### src/rtl/ibex_rf_wport_arbiter.sv
// Arbitrates the single register-file write port between ID/EX results and LSU load data.
// Tracks in-flight load destinations in order and holds one displaced ID/EX result.
module ibex_rf_wport_arbiter #(
    parameter int unsigned MaxLoads = 2
) (
    input  logic        clk_i,
    input  logic        rst_ni,
    input  logic        id_we_i,
    input  logic [4:0]  id_waddr_i,
    input  logic [31:0] id_wdata_i,
    output logic        id_ready_o,
    input  logic        load_issue_i,
    input  logic [4:0]  load_waddr_i,
    output logic        load_ready_o,
    input  logic        lsu_rvalid_i,
    input  logic        lsu_err_i,
    input  logic [31:0] lsu_rdata_i,
    input  logic [4:0]  rs1_addr_i,
    input  logic [4:0]  rs2_addr_i,
    output logic        rs1_hazard_o,
    output logic        rs2_hazard_o,
    output logic [2:0]  loads_pending_o,
    output logic        rf_we_o,
    output logic [4:0]  rf_waddr_o,
    output logic [31:0] rf_wdata_o
);

    // Storage is sized for the largest legal depth; pointers wrap at MaxLoads.
    localparam int unsigned Depth = 4;

    logic [4:0]       fifo_waddr [Depth];
    logic [Depth-1:0] fifo_valid_reg, fifo_valid_next;
    logic [1:0]       rd_ptr_reg, rd_ptr_next;
    logic [1:0]       wr_ptr_reg, wr_ptr_next;
    logic [2:0]       count_reg, count_next;
    logic             buf_valid_reg, buf_valid_next;
    logic [4:0]       buf_waddr_reg, buf_waddr_next;
    logic [31:0]      buf_wdata_reg, buf_wdata_next;

    logic             lsu_pop, lsu_write, load_push, id_accept;
    logic             sel_valid;
    logic [4:0]       sel_waddr;
    logic [31:0]      sel_wdata;
    logic [Depth-1:0] rs1_match, rs2_match;

    function automatic logic [1:0] ptr_inc(input logic [1:0] p);
        return (32'(p) == MaxLoads - 1) ? 2'd0 : p + 2'd1;
    endfunction

    // A response arriving with nothing outstanding is ignored entirely.
    assign lsu_pop   = lsu_rvalid_i & (count_reg != 3'd0);
    assign lsu_write = lsu_pop & ~lsu_err_i;

    assign load_ready_o    = (32'(count_reg) < MaxLoads) & ~buf_valid_reg;
    assign id_ready_o      = ~buf_valid_reg;
    assign load_push       = load_issue_i & load_ready_o;
    assign id_accept       = id_we_i & id_ready_o;
    assign loads_pending_o = count_reg;

    always_comb begin
        sel_valid = 1'b0;
        sel_waddr = 5'd0;
        sel_wdata = 32'd0;
        if (lsu_write) begin
            sel_valid = 1'b1;
            sel_waddr = fifo_waddr[rd_ptr_reg];
            sel_wdata = lsu_rdata_i;
        end else if (buf_valid_reg) begin
            sel_valid = 1'b1;
            sel_waddr = buf_waddr_reg;
            sel_wdata = buf_wdata_reg;
        end else if (id_accept) begin
            sel_valid = 1'b1;
            sel_waddr = id_waddr_i;
            sel_wdata = id_wdata_i;
        end
    end

    // x0 writes are consumed but never reach the register file.
    assign rf_we_o    = rst_ni & sel_valid & (sel_waddr != 5'd0);
    assign rf_waddr_o = rf_we_o ? sel_waddr : 5'd0;
    assign rf_wdata_o = rf_we_o ? sel_wdata : 32'd0;

    always_comb begin
        fifo_valid_next = fifo_valid_reg;
        rd_ptr_next     = rd_ptr_reg;
        wr_ptr_next     = wr_ptr_reg;
        count_next      = count_reg;
        if (lsu_pop) begin
            fifo_valid_next[rd_ptr_reg] = 1'b0;
            rd_ptr_next                 = ptr_inc(rd_ptr_reg);
        end
        if (load_push) begin
            fifo_valid_next[wr_ptr_reg] = 1'b1;
            wr_ptr_next                 = ptr_inc(wr_ptr_reg);
        end
        if (load_push && !lsu_pop) begin
            count_next = count_reg + 3'd1;
        end else if (!load_push && lsu_pop) begin
            count_next = count_reg - 3'd1;
        end
    end

    // A valid buffer stays only while the LSU keeps the port; otherwise capture on collision.
    always_comb begin
        buf_valid_next = buf_valid_reg ? lsu_write : (id_accept & lsu_write);
        buf_waddr_next = buf_waddr_reg;
        buf_wdata_next = buf_wdata_reg;
        if (id_accept && lsu_write) begin
            buf_waddr_next = id_waddr_i;
            buf_wdata_next = id_wdata_i;
        end
    end

    always_ff @(posedge clk_i or negedge rst_ni) begin
        if (!rst_ni) begin
            fifo_valid_reg <= '0;
            rd_ptr_reg     <= 2'd0;
            wr_ptr_reg     <= 2'd0;
            count_reg      <= 3'd0;
            buf_valid_reg  <= 1'b0;
            buf_waddr_reg  <= 5'd0;
            buf_wdata_reg  <= 32'd0;
        end else begin
            fifo_valid_reg <= fifo_valid_next;
            rd_ptr_reg     <= rd_ptr_next;
            wr_ptr_reg     <= wr_ptr_next;
            count_reg      <= count_next;
            buf_valid_reg  <= buf_valid_next;
            buf_waddr_reg  <= buf_waddr_next;
            buf_wdata_reg  <= buf_wdata_next;
        end
    end

    always_ff @(posedge clk_i) begin
        if (load_push) begin
            fifo_waddr[wr_ptr_reg] <= load_waddr_i;
        end
    end

    genvar gi;
    generate
        for (gi = 0; gi < Depth; gi++) begin : g_match
            assign rs1_match[gi] = fifo_valid_reg[gi] & (fifo_waddr[gi] == rs1_addr_i);
            assign rs2_match[gi] = fifo_valid_reg[gi] & (fifo_waddr[gi] == rs2_addr_i);
        end
    endgenerate

    assign rs1_hazard_o = (rs1_addr_i != 5'd0) &
                          ((|rs1_match) | (buf_valid_reg & (buf_waddr_reg == rs1_addr_i)));
    assign rs2_hazard_o = (rs2_addr_i != 5'd0) &
                          ((|rs2_match) | (buf_valid_reg & (buf_waddr_reg == rs2_addr_i)));

endmodule

### config.mk
export PLATFORM = sky130hd
export DESIGN_NAME = ibex_rf_wport_arbiter
export DESIGN_NICKNAME = d
export VERILOG_FILES = /design/src/rtl/ibex_rf_wport_arbiter.sv
export SDC_FILE = /design/constraint.sdc
export NUM_CORES = 1
export LEC_CHECK = 0
export ABC_AREA = 1
export BUFFER_PORTS_ARGS = -buffer_cell sky130_fd_sc_hd__clkbuf_2
export CAP_MARGIN = 15
export CORE_UTILIZATION = 57
export DETAILED_ROUTE_END_ITERATION = 12
export GPL_TIMING_DRIVEN = 0
export HOLD_SLACK_MARGIN = 0.15
export PLACE_DENSITY = 0.9
export SYNTH_ARGS = -nofsm -noshare
export SYNTH_HDL_FRONTEND = slang
export SYNTH_SLANG_ARGS = --single-unit
export TNS_END_PERCENT = 100
### constraint.sdc
create_clock -name clk_i -period 5.15 [get_ports clk_i]
set_clock_uncertainty 0.05 [all_clocks]
set_input_delay 0.515 -clock clk_i [delete_from_list [all_inputs] [get_ports clk_i]]
set_output_delay 0.515 -clock clk_i [all_outputs]
set_load 0.02 [all_outputs]
== Word level (Yosys, flattened, before mapping) ==
Memory sizes are Yosys's and may differ from the RTL's.
Cells that the tools add are included.

* Register bits after elaboration: 49
* Bits in writable memories: 20
* Input port bits: 90
* Word-level logic and storage cells: 94
* Memories kept: 1

{| class="wikitable"
|+ Memory list
! memory !! depth !! bits a word !! rd ports !! clocked after Yosys merged registers in !! wr ports !! line !! text
|-
| fifo_waddr || 4 || 5 || 5 || 0 || 1 || 31 || <nowiki>logic [4:0] fifo_waddr [Depth];</nowiki>
|}

* Add/sub/neg operators: 4
* $lt $le $gt $ge: 5
* Eq/ne operators: 12
* Multiplexer cells: 24
* Bitwise operators: 27
* Reductions and logical operators: 14

{| class="wikitable"
|+ Operator list
! cell !! count
|-
| $mux 32 || 4
|-
| $eq 5x5->1 || 10
|-
| $and 1x1->1 || 20
|-
| $mux 5 || 4
|-
| $reduce_bool 5->1 || 3
|-
| $mux 1 || 8
|-
| $mux 4 || 2
|-
| $reduce_or 4->1 || 2
|-
| $lt 2x3->1 const B || 2
|-
| $mux 3 || 2
|-
| $logic_and 1x1->1 || 5
|-
| $add 2x1->2 const B || 2
|-
| $and 4x4->4 || 1
|-
| $demux 1 s2 || 2
|-
| $eq 2x1->1 const B || 2
|-
| $ge 2x1->1 const B || 2
|-
| $mux 2 || 2
|-
| $not 4->4 || 1
|-
| $or 4x4->4 || 1
|-
| $add 3x1->3 const B || 1
|-
| $lt 3x2->1 const B || 1
|-
| $reduce_bool 3->1 || 1
|-
| $sub 3x1->3 const B || 1
|-
| $logic_not 1->1 || 2
|-
| other kinds (3) || 5
|}

== Longest topological paths before layout ==
Gate-level depths: netlist (run 1).

* Depth in word-level cells: 9
* Gate-level depth with buffers: 11
* Depth with buffers taken out: 10

== Worst setup path after synthesis (run 1) ==
OpenSTA, ideal clock, no wires.

* Kind: reg2reg
* From: reg buf_valid_reg
* To: reg count_reg[2] (netlist: loads_pending_o[2])
* Setup time: 131 ps
* Data arrival time: 2297 ps
* Path slack: 2672 ps
* Stages on the path, launching flop included: 11
* Buffers on the path: 1
* Clock period less this slack: 2478 ps
* Cells stage by stage: dfrtp_1 > clkbuf_1 > nor3_1 > nand2_1 > inv_1 > ha_1 > inv_1 > fa_1 > a21oi_1 > o21ai_0 > xnor2_1

* Cells in the longest elaborated chain, start to end: 6
* Elaborated cells on any way between the ends: 8

{| class="wikitable"
|+ Ends and longest elaborated chain
! item !! line !! text
|-
| from (decl) || 36 || <nowiki>logic buf_valid_reg, buf_valid_next;</nowiki>
|-
| from (signal assigned) || 129 || <nowiki>buf_valid_reg <= buf_valid_next;</nowiki>
|-
| $not 1->1 (*) || 54 || <nowiki>assign load_ready_o = (32'(count_reg) < MaxLoads) & ~buf_valid_reg;</nowiki>
|-
| $and 1x1->1 (*) || 54 ||
|-
| net load_ready_o || 14 || <nowiki>output logic load_ready_o,</nowiki>
|-
| $and 1x1->1 (*) || 56 || <nowiki>assign load_push = load_issue_i & load_ready_o;</nowiki>
|-
| net load_push || 40 || <nowiki>logic lsu_pop, lsu_write, load_push, id_accept;</nowiki>
|-
| $logic_not 1->1 || 99 || <nowiki>end else if (!load_push && lsu_pop) begin</nowiki>
|-
| $logic_and 1x1->1 || 99 ||
|-
| $reduce_bool 2->1 (no line) || n/a ||
|-
| to (signal assigned) || 128 || <nowiki>count_reg <= count_next;</nowiki>
|-
| to (decl) || 35 || <nowiki>logic [2:0] count_reg, count_next;</nowiki>
|}

The timed path passes the listed nets; every way through them passes the cells marked *.
A chain may end at the register's enable or synchronous reset.

== Final worst setup path (run 1) ==
* From: in rst_ni
* To: out rf_wdata_o[18]

* Cells in the longest elaborated chain, start to end: 3

{| class="wikitable"
|+ Ends and longest elaborated chain
! item !! line !! text
|-
| from (decl) || 7 || <nowiki>input logic rst_ni,</nowiki>
|-
| $and 1x1->1 (2 in a row) || 80 || <nowiki>assign rf_we_o = rst_ni & sel_valid & (sel_waddr != 5'd0);</nowiki>
|-
| $mux 32 || 82 || <nowiki>assign rf_wdata_o = rf_we_o ? sel_wdata : 32'd0;</nowiki>
|-
| to (decl) || 25 || <nowiki>output logic [31:0] rf_wdata_o</nowiki>
|}

Every way passes these cells.

==> flow_metrics.py, run 1 <==
metrics = {
    "grt": {
        "grt.total_usage_pct": 34.2,
        "grt-ovfl-total": 0,
        "first_global_vias": 4815,
        "grt_max_degree": 32,
        "grt_pass1_wl_um": 22500,
        "antenna_found_initial": 0,
    },
    "synthesis": {
        "seq_area_frac_synth_pct": 39.5,
        "synth_warnings": 0,
        "ys_async_sr_fraction_pct": 71.0,
        "synth_nets": 790,
        "syn_inst": 698,
        "synth_flop_cell": "dfrtp_1",
        "synth_cell_types": 29,
        "syn_area_um2": 4620,
        "ys_seq_elements": 69,
        "synth_edf_count": 20,
        "syn_avg_cell_area_um2": 6.62,
    },
    "clock_tree": {
        "cts_tree": "built",
        "cts.sinks": 69,
        "clk_pin_slew_ps": 70,
        "clock_latency_ps": 350,
        "clockBufferDepth": 2,
        "cts_hold_buf": 1,
        "numCtsBuffers": 9,
        "postCtsSetupRepairBufs": 0,
        "root_buffer": "clkbuf_8",
        "cts.repair.resized": 0,
        "htree_levels": 3,
    },
    "hold_path": {
        "min_path_cells": 1,
        "hp-class": "primary input to flip-flop",
    },
    "timing": {
        "hold_violations": 0,
        "fmax_ghz": 0.313,
        "setup-tns-final_ps": 0,
        "layout_min_cycle_time_ps": 3190,
        "tightest_slew_ps": 611,
        "slew_headroom_pct": 59.2,
        "slew_violations": 0,
        "fin_crit_sh_pct": 62.0,
        "rsz0062_at_grt": "no",
        "worst_slack_ps": 1960,
        "setup_viol": 0,
    },
    "setup_path": {
        "worstSetupPathType": "primary input to primary output",
        "cp_data_required_time_ps": 4590,
        "start_kind": "primary input",
        "endpoint_kind": "primary output",
        "worst_ep_arrival_time_ps": 2630,
        "reg2regPathDepth": 10,
        "cp_max_fo": 31,
    },
    "placement": {
        "port_buffers": 131,
        "placed_area_um2": 5420,
        "gp_congestion": 0.951,
        "hpwl_um": 10400,
        "pre_cts_slack_ps": 2500,
        "place_inst": 932,
    },
    "layout": {
        "finalNonFillerCells": 949,
        "drive_gt1_share_pct": 20.2,
        "finalNetCount": 934,
        "fillers": 630,
        "final_core_util_pct": 72.5,
        "design_area_um2": 5630,
        "area_growth_pct": 21.9,
        "antenna_cells": 0,
        "largest_reg_flops": 32,
    },
    "die": {
        "dieArea_um2": 8470,
        "num_rows": 32,
        "die_w_um": 92.0,
        "fp.coreArea_um2": 7770,
        "start_util_pct": 59.5,
        "die_y_um": 92.0,
        "io_pins": 135,
    },
    "run": {
        "max-cap-violations": 0,
    },
    "detailed_routing": {
        "dr.pass1.iters": 5,
        "drt_iter0_markers": 362,
        "wl_um": 14000,
        "route.detailed.drc": 0,
        "ant_nets": 0,
        "vias": 5178,
        "wire_per_inst_um": 14.7,
        "via_per_inst": 5.46,
    },
    "pwr": {
        "power_density_nw_per_um2": 377,
        "leakagePower_nw": 3.05,
        "ir_drop_mv": 0.363,
    },
    "status": {
        "status": "completed",
    },
}
==> synth_stat cells (all sizes together) (2+ instances only) <==
cell type | number | share of area (%)
nand2 | 228 | 19
inv | 108 | 8.8
o21ai | 92 | 10
nor2 | 81 | 6.7
dfrtp | 49 | 27
nand3 | 27 | 3.0
clkbuf | 20 | 1.6
edfxtp | 20 | 13
o22ai | 19 | 2.6
a21oi | 14 | 1.5
buf | 10 | 1.6
xor2 | 9 | 1.7
nor3 | 6 | 0.65
mux2 | 3 | 0.73
xnor2 | 3 | 0.57
or2 | 2 | 0.27
==> per-layer routing <==
layer  up-vias  global-route usage (%)  wire length [um]
li1       2475                       -                 -
met1      2376                    47.6              5960
met2       297                    54.9              6430
met3        30                    5.14              1310
met4         0                    11.2               295
met5         -                       0                 0
==> final timing paths <==
| check | start | to | slack [ps] |
|---|---|---|---|
| setup reg to reg | buf_valid_reg | loads_pending_o[2] | 2700 |
| min in group asynchronous | rst_ni | buf_wdata_reg[7] | 620 |
| setup / recovery | rst_ni | rf_wdata_o[18] | 1960 |
| hold / removal | load_waddr_i[1] | fifo_waddr[2][1] | 350 |
| max in group asynchronous | rst_ni | loads_pending_o[2] | 3850 |
| hold reg to reg | buf_wdata_reg[14] | buf_wdata_reg[14] | 440 |
==> power breakdown <==
part	internal, W	leakage [nW]	total (W)	switching, W
combinational	0.000289	2.16	0.000788	0.000499
sequential	0.000735	0.791	0.000878	0.000143
clock	0.000225	0.0996	0.000455	0.000230
total	0.00125	3.05	0.00212	0.000873
==> critical path, stage by stage <==
cell and delay [ps]:
dlygate4sd3_1 530, clkbuf_2 460, buf_12 280, nand2_1 90, o21bai_4 240, buf_6 170, nor2_1 120, clkbuf_2 190
==> cells in the final DEF, fill, tap and decap left out, types with 2 or more instances in the layout <==
| cell type | Yosys | final |
|---|---|---|
| o21ai_0 | 92 | 92 |
| nand2_1 | 225 | 225 |
| xnor2_1 | 3 | 3 |
| buf_2 | 5 | 5 |
| o22ai_1 | 19 | 19 |
| buf_4 | 2 | 2 |
| nand2_4 | 2 | 2 |
| mux2_2 | 3 | 3 |
| nor3_1 | 6 | 6 |
| xor2_1 | 9 | 9 |
| clkbuf_2 | 0 | 131 |
| clkinv_4 | 0 | 2 |
| or2_2 | 2 | 2 |
| clkbuf_8 | 0 | 9 |
| nor2_1 | 79 | 79 |
| edfxtp_1 | 20 | 20 |
| clkbuf_1 | 20 | 20 |
| nor2_2 | 2 | 2 |
| buf_6 | 3 | 3 |
| clkinv_2 | 0 | 2 |
| dfrtp_1 | 49 | 49 |
| nand3_1 | 26 | 26 |
| a21oi_1 | 14 | 14 |
| inv_1 | 108 | 108 |
==> cell families after synthesis <==
kind of cell             after synthesis  share of synthesized area (%)
AO/OA/AOI/OAI                        128                           14.8
adder cells (fa/ha/maj)                2                          0.704
buffers and inverters                138                           12.0
AND/OR/NAND/NOR                      346                           29.9
multiplexers                           3                          0.731
XOR/XNOR                              12                           2.28
flip-flops                            69                           39.5
==> area by class of cell <==
cell class | instances | area (um2) | area share [%]
buffer | 30 | 149 | 2.64
clock buffer | 9 | 124 | 2.20
clock inverter | 7 | 73.8 | 1.31
inverter | 108 | 405 | 7.20
multi-input combinational | 491 | 2240 | 39.8
sequential | 69 | 1830 | 32.4
tap | 102 | 128 | 2.27
timing repair buffer | 133 | 686 | 12.2
==> per-stage QoR <==
step | total power, W | hold slack, ps
floorplan | 0.00139 | 169
global placement | 0.00160 | 417
detailed placement | 0.00165 | 424
CTS | 0.00210 | 342
global route | 0.00225 | 342
finish | 0.00212 | 349
Power figures use the tool's default switching activity.
==> inputs of run 2 (changes only) <==
Settings changed: ABC_AREA 1 to 0, CORE_UTILIZATION 57 to 51, PLACE_DENSITY 0.9 to 0.83.
Clock period 5.15 ns to 3.1 ns, I/O delays scaled along.
==> run 2 against run 1 <==
Compared with the run above:
- setup slack worse by 1900 ps
- count of clock-buffer cells in the layout up 2
- global-route usage down 7.1 points
- combinational power up 66%
- sequential power up 71%
- synthesized area down 10%
- worst hold slack worse by 190 ps
- register-to-register slack worse by 2100 ps
- final area down 6.1%
- critical path type is now flip-flop to primary output
- largest cell class unchanged
==> flow_metrics.py, run 2 <==
metrics = {
    "pwr": {
        "ir_drop_mv": 0.307,
        "p_int_w": 0.00231,
        "leakagePower_nw": 2.26,
        "power_frac_comb_pct": 36.4,
        "sw_frac_of_total_pct": 35.7,
        "p_total_w": 0.00359,
        "clkPwrFrac_pct": 22.0,
        "power_density_nw_per_um2": 680,
        "pwr-share-seq_pct": 41.7,
        "p_switching_w": 0.00128,
    },
    "detailed_routing": {
        "via_per_inst": 5.87,
        "dr.pass1.iters": 4,
        "wire_per_inst_um": 17.5,
        "route.detailed.drc": 0,
        "wl_um": 11200,
        "vias": 3772,
        "drt_iter0_markers": 140,
        "ant_nets": 0,
    },
    "hold_path": {
        "worstHoldStart": "id_wdata_i[27]",
        "min_to": "buf_wdata_reg[27]",
        "min_path_cells": 2,
        "hp-class": "primary input to flip-flop",
    },
    "placement": {
        "gp_congestion": 0.953,
        "placed_area_um2": 4920,
        "port_buffers": 124,
        "hpwl_um": 8570,
    },
    "synthesis": {
        "synth_warnings": 0,
        "seq_area_frac_synth_pct": 44.0,
        "synth_nets": 481,
        "syn_area_um2": 4160,
        "synth_edf_count": 20,
        "yosys.area.top_type_share_pct": 29.5,
        "synth_largest_area_cell": "dfrtp_1",
        "synth_flop_cell": "dfrtp_1",
        "synth_common_cells": "dfrtp_1 (49), nor2_1 (46), xor2_1 (43), nor4_1 (42), mux2_2 (38)",
        "synth.most_common_cell": "dfrtp_1",
        "syn_avg_cell_area_um2": 10.7,
        "synth_area_leaders": "dfrtp_1 (30%), edfxtp_1 (14%), mux2_2 (10%)",
        "ys_seq_elements": 69,
        "syn_inst": 389,
        "synth_cell_types": 36,
        "ys_async_sr_fraction_pct": 71.0,
    },
    "grt": {
        "first_global_vias": 3730,
        "grt_pass1_wl_um": 17700,
        "grt-ovfl-total": 0,
        "grt_max_degree": 31,
        "grt.total_usage_pct": 27.0,
        "antenna_found_initial": 0,
    },
    "die": {
        "dieArea_um2": 8510,
        "start_util_pct": 53.2,
        "die_w_um": 92.3,
        "die_y_um": 92.3,
        "num_rows": 32,
        "fp.coreArea_um2": 7810,
        "io_pins": 135,
    },
    "setup_path": {
        "cp_max_fo": 10,
        "start_kind": "flip-flop",
        "endpoint_kind": "primary output",
        "r2r-start": "buf_valid_reg",
        "crit_path_top_delay_cell": "mux4_2",
        "regToRegSetupSlack_ps": 620,
        "r2r_end": "loads_pending_o[2]",
        "worst_ep_arrival_time_ps": 2670,
        "critical_path.max_stage_delay_ps": 550,
        "reg2regPathDepth": 10,
        "worstSetupPathType": "flip-flop to primary output",
        "cp_data_required_time_ps": 2740,
        "cp_cell_sequence": "buf_4 -> mux4_2 -> or4_4 -> a22oi_4 -> buf_6 -> nor4_1 -> clkbuf_2",
    },
    "timing": {
        "fmax_ghz": 0.330,
        "setup_viol": 0,
        "fin_crit_sh_pct": 97.8,
        "rsz0062_at_grt": "no",
        "layout_min_cycle_time_ps": 3030,
        "setup-tns-final_ps": 0,
        "tightest_slew_ps": 898,
        "hold_violations": 0,
        "slew_headroom_pct": 40.0,
        "slew_violations": 0,
    },
    "layout": {
        "design_area_um2": 5290,
        "drive_gt1_share_pct": 39.6,
        "antenna_cells": 0,
        "mostFrequentLayoutCell": "clkbuf_2",
        "final_cell_mix": "clkbuf_2 (130), nor2_1 (45), dfrtp_1 (45)",
        "largest_reg_flops": 32,
        "area_growth_pct": 27.2,
        "finalNetCount": 628,
    },
    "clock_tree": {
        "clk_pin_slew_ps": 80,
        "cts.sinks": 69,
        "cts_tree": "built",
        "clock_latency_ps": 350,
        "numCtsBuffers": 9,
        "root_buffer": "clkbuf_8",
        "htree_levels": 3,
        "clockBufferDepth": 2,
    },
    "status": {
        "status": "completed",
    },
    "run": {
        "max-cap-violations": 0,
    },
}
==> run 2: cell count changes in the layout (fill, tap and decap cells not counted), sizes merged, moves of 35 or more <==
cell and delta:
nor2 -35, inv -104, nor4 +42, mux2 +35, o21ai -84, nand2 -225
==> run 2: what timing repair did <==
| action | in CTS | in global routing |
|---|---|---|
| pin swaps | 0 | 1 |
| endpoints found under the hold margin | 42 | 0 |
| buffers inserted | 0 | 3 |
| resized for setup | 5 | 13 |
| setup endpoints to repair | 31 | 34 |
| hold buffers | 9 | 0 |
==> run 2: layout make-up <==
class | instances | area [um2]
Fill cell | 597 | 2520
Multi-Input combinational cell | 275 | 2150
Sequential cell | 69 | 1830
Timing Repair Buffer | 137 | 753
Buffer | 40 | 191
Clock buffer | 11 | 163
Tap cell | 102 | 128
Clock inverter | 5 | 55.1
Inverter | 4 | 15.0
==> run 2: logic make-up (layout without fill, tap and decap cells) <==
| kind of cell | after synthesis | count (layout) | share of synthesized area (%) |
|---|---|---|---|
| xor gates and xnor gates | 55 | 55 | 11.6 |
| DFF | 69 | 69 | 44.0 |
| adders and majority gates | 2 | 2 | 0.783 |
| and+or+nand+nor | 118 | 118 | 14.5 |
| AOI/OAI and AO/OA | 57 | 57 | 11.3 |
| buffers and inverters | 45 | 197 | 4.82 |
| muxes | 43 | 43 | 13.0 |
==> run 2: worst max-delay path: cells and delay by family (launching register included) <==
kind                   cells  cell delay (ps)
AO/OA/AOI/OAI              1              270
flip-flops                 1              330
multiplexers               1              550
AND/OR/NAND/NOR            2              610
buffers and inverters      3              550
==> run 2: worst max-delay path by stage <==
stage	slack, ps	from	end
3_5_place_dp	210	loads_pending_o[0]	rf_wdata_o[7]
4_1_cts	10	loads_pending_o[0]	rf_wdata_o[28]
5_1_grt	0.8	rd_ptr_reg[0]	rf_wdata_o[27]
6_report	70	rd_ptr_reg[0]	rf_wdata_o[30]
2_1_floorplan	370	loads_pending_o[0]	rf_wdata_o[22]
3_3_place_gp	210	rst_ni	rf_wdata_o[7]
==> run 2: power by group through the flow <==
stage / logic, W / registers [W] / clock network (W)
2_1_floorplan: 0.000895 / 0.00146 / 0
3_3_place_gp: 0.00120 / 0.00148 / 0
3_5_place_dp: 0.00125 / 0.00150 / 0
4_1_cts: 0.00128 / 0.00149 / 0.000791
5_1_grt: 0.00143 / 0.00154 / 0.000826
6_report: 0.00131 / 0.00150 / 0.000789
==> run 2: layer usage <==
metal	GRT usage [%]	wire length [um]	vias to the layer above
met4	14.3	376	0
met2	47.9	5720	150
li1	-	-	1758
met5	0	0	-
met1	31.2	4520	1834
met3	4.31	628	30
==> run 2: through the flow <==
stage / cells / setup slack (ps) / hold WS [ps] / utilization, %
2_1_floorplan: 389 / 372 / -35.6 / -
3_3_place_gp: 615 / 212 / 439 / 62.8
3_5_place_dp: 616 / 210 / 270 / 63.1
4_1_cts: 640 / 10.2 / 151 / 67.1
5_1_grt: 643 / 0.828 / 157 / 67.7
6_report: 643 / 69.3 / 156 / 67.7
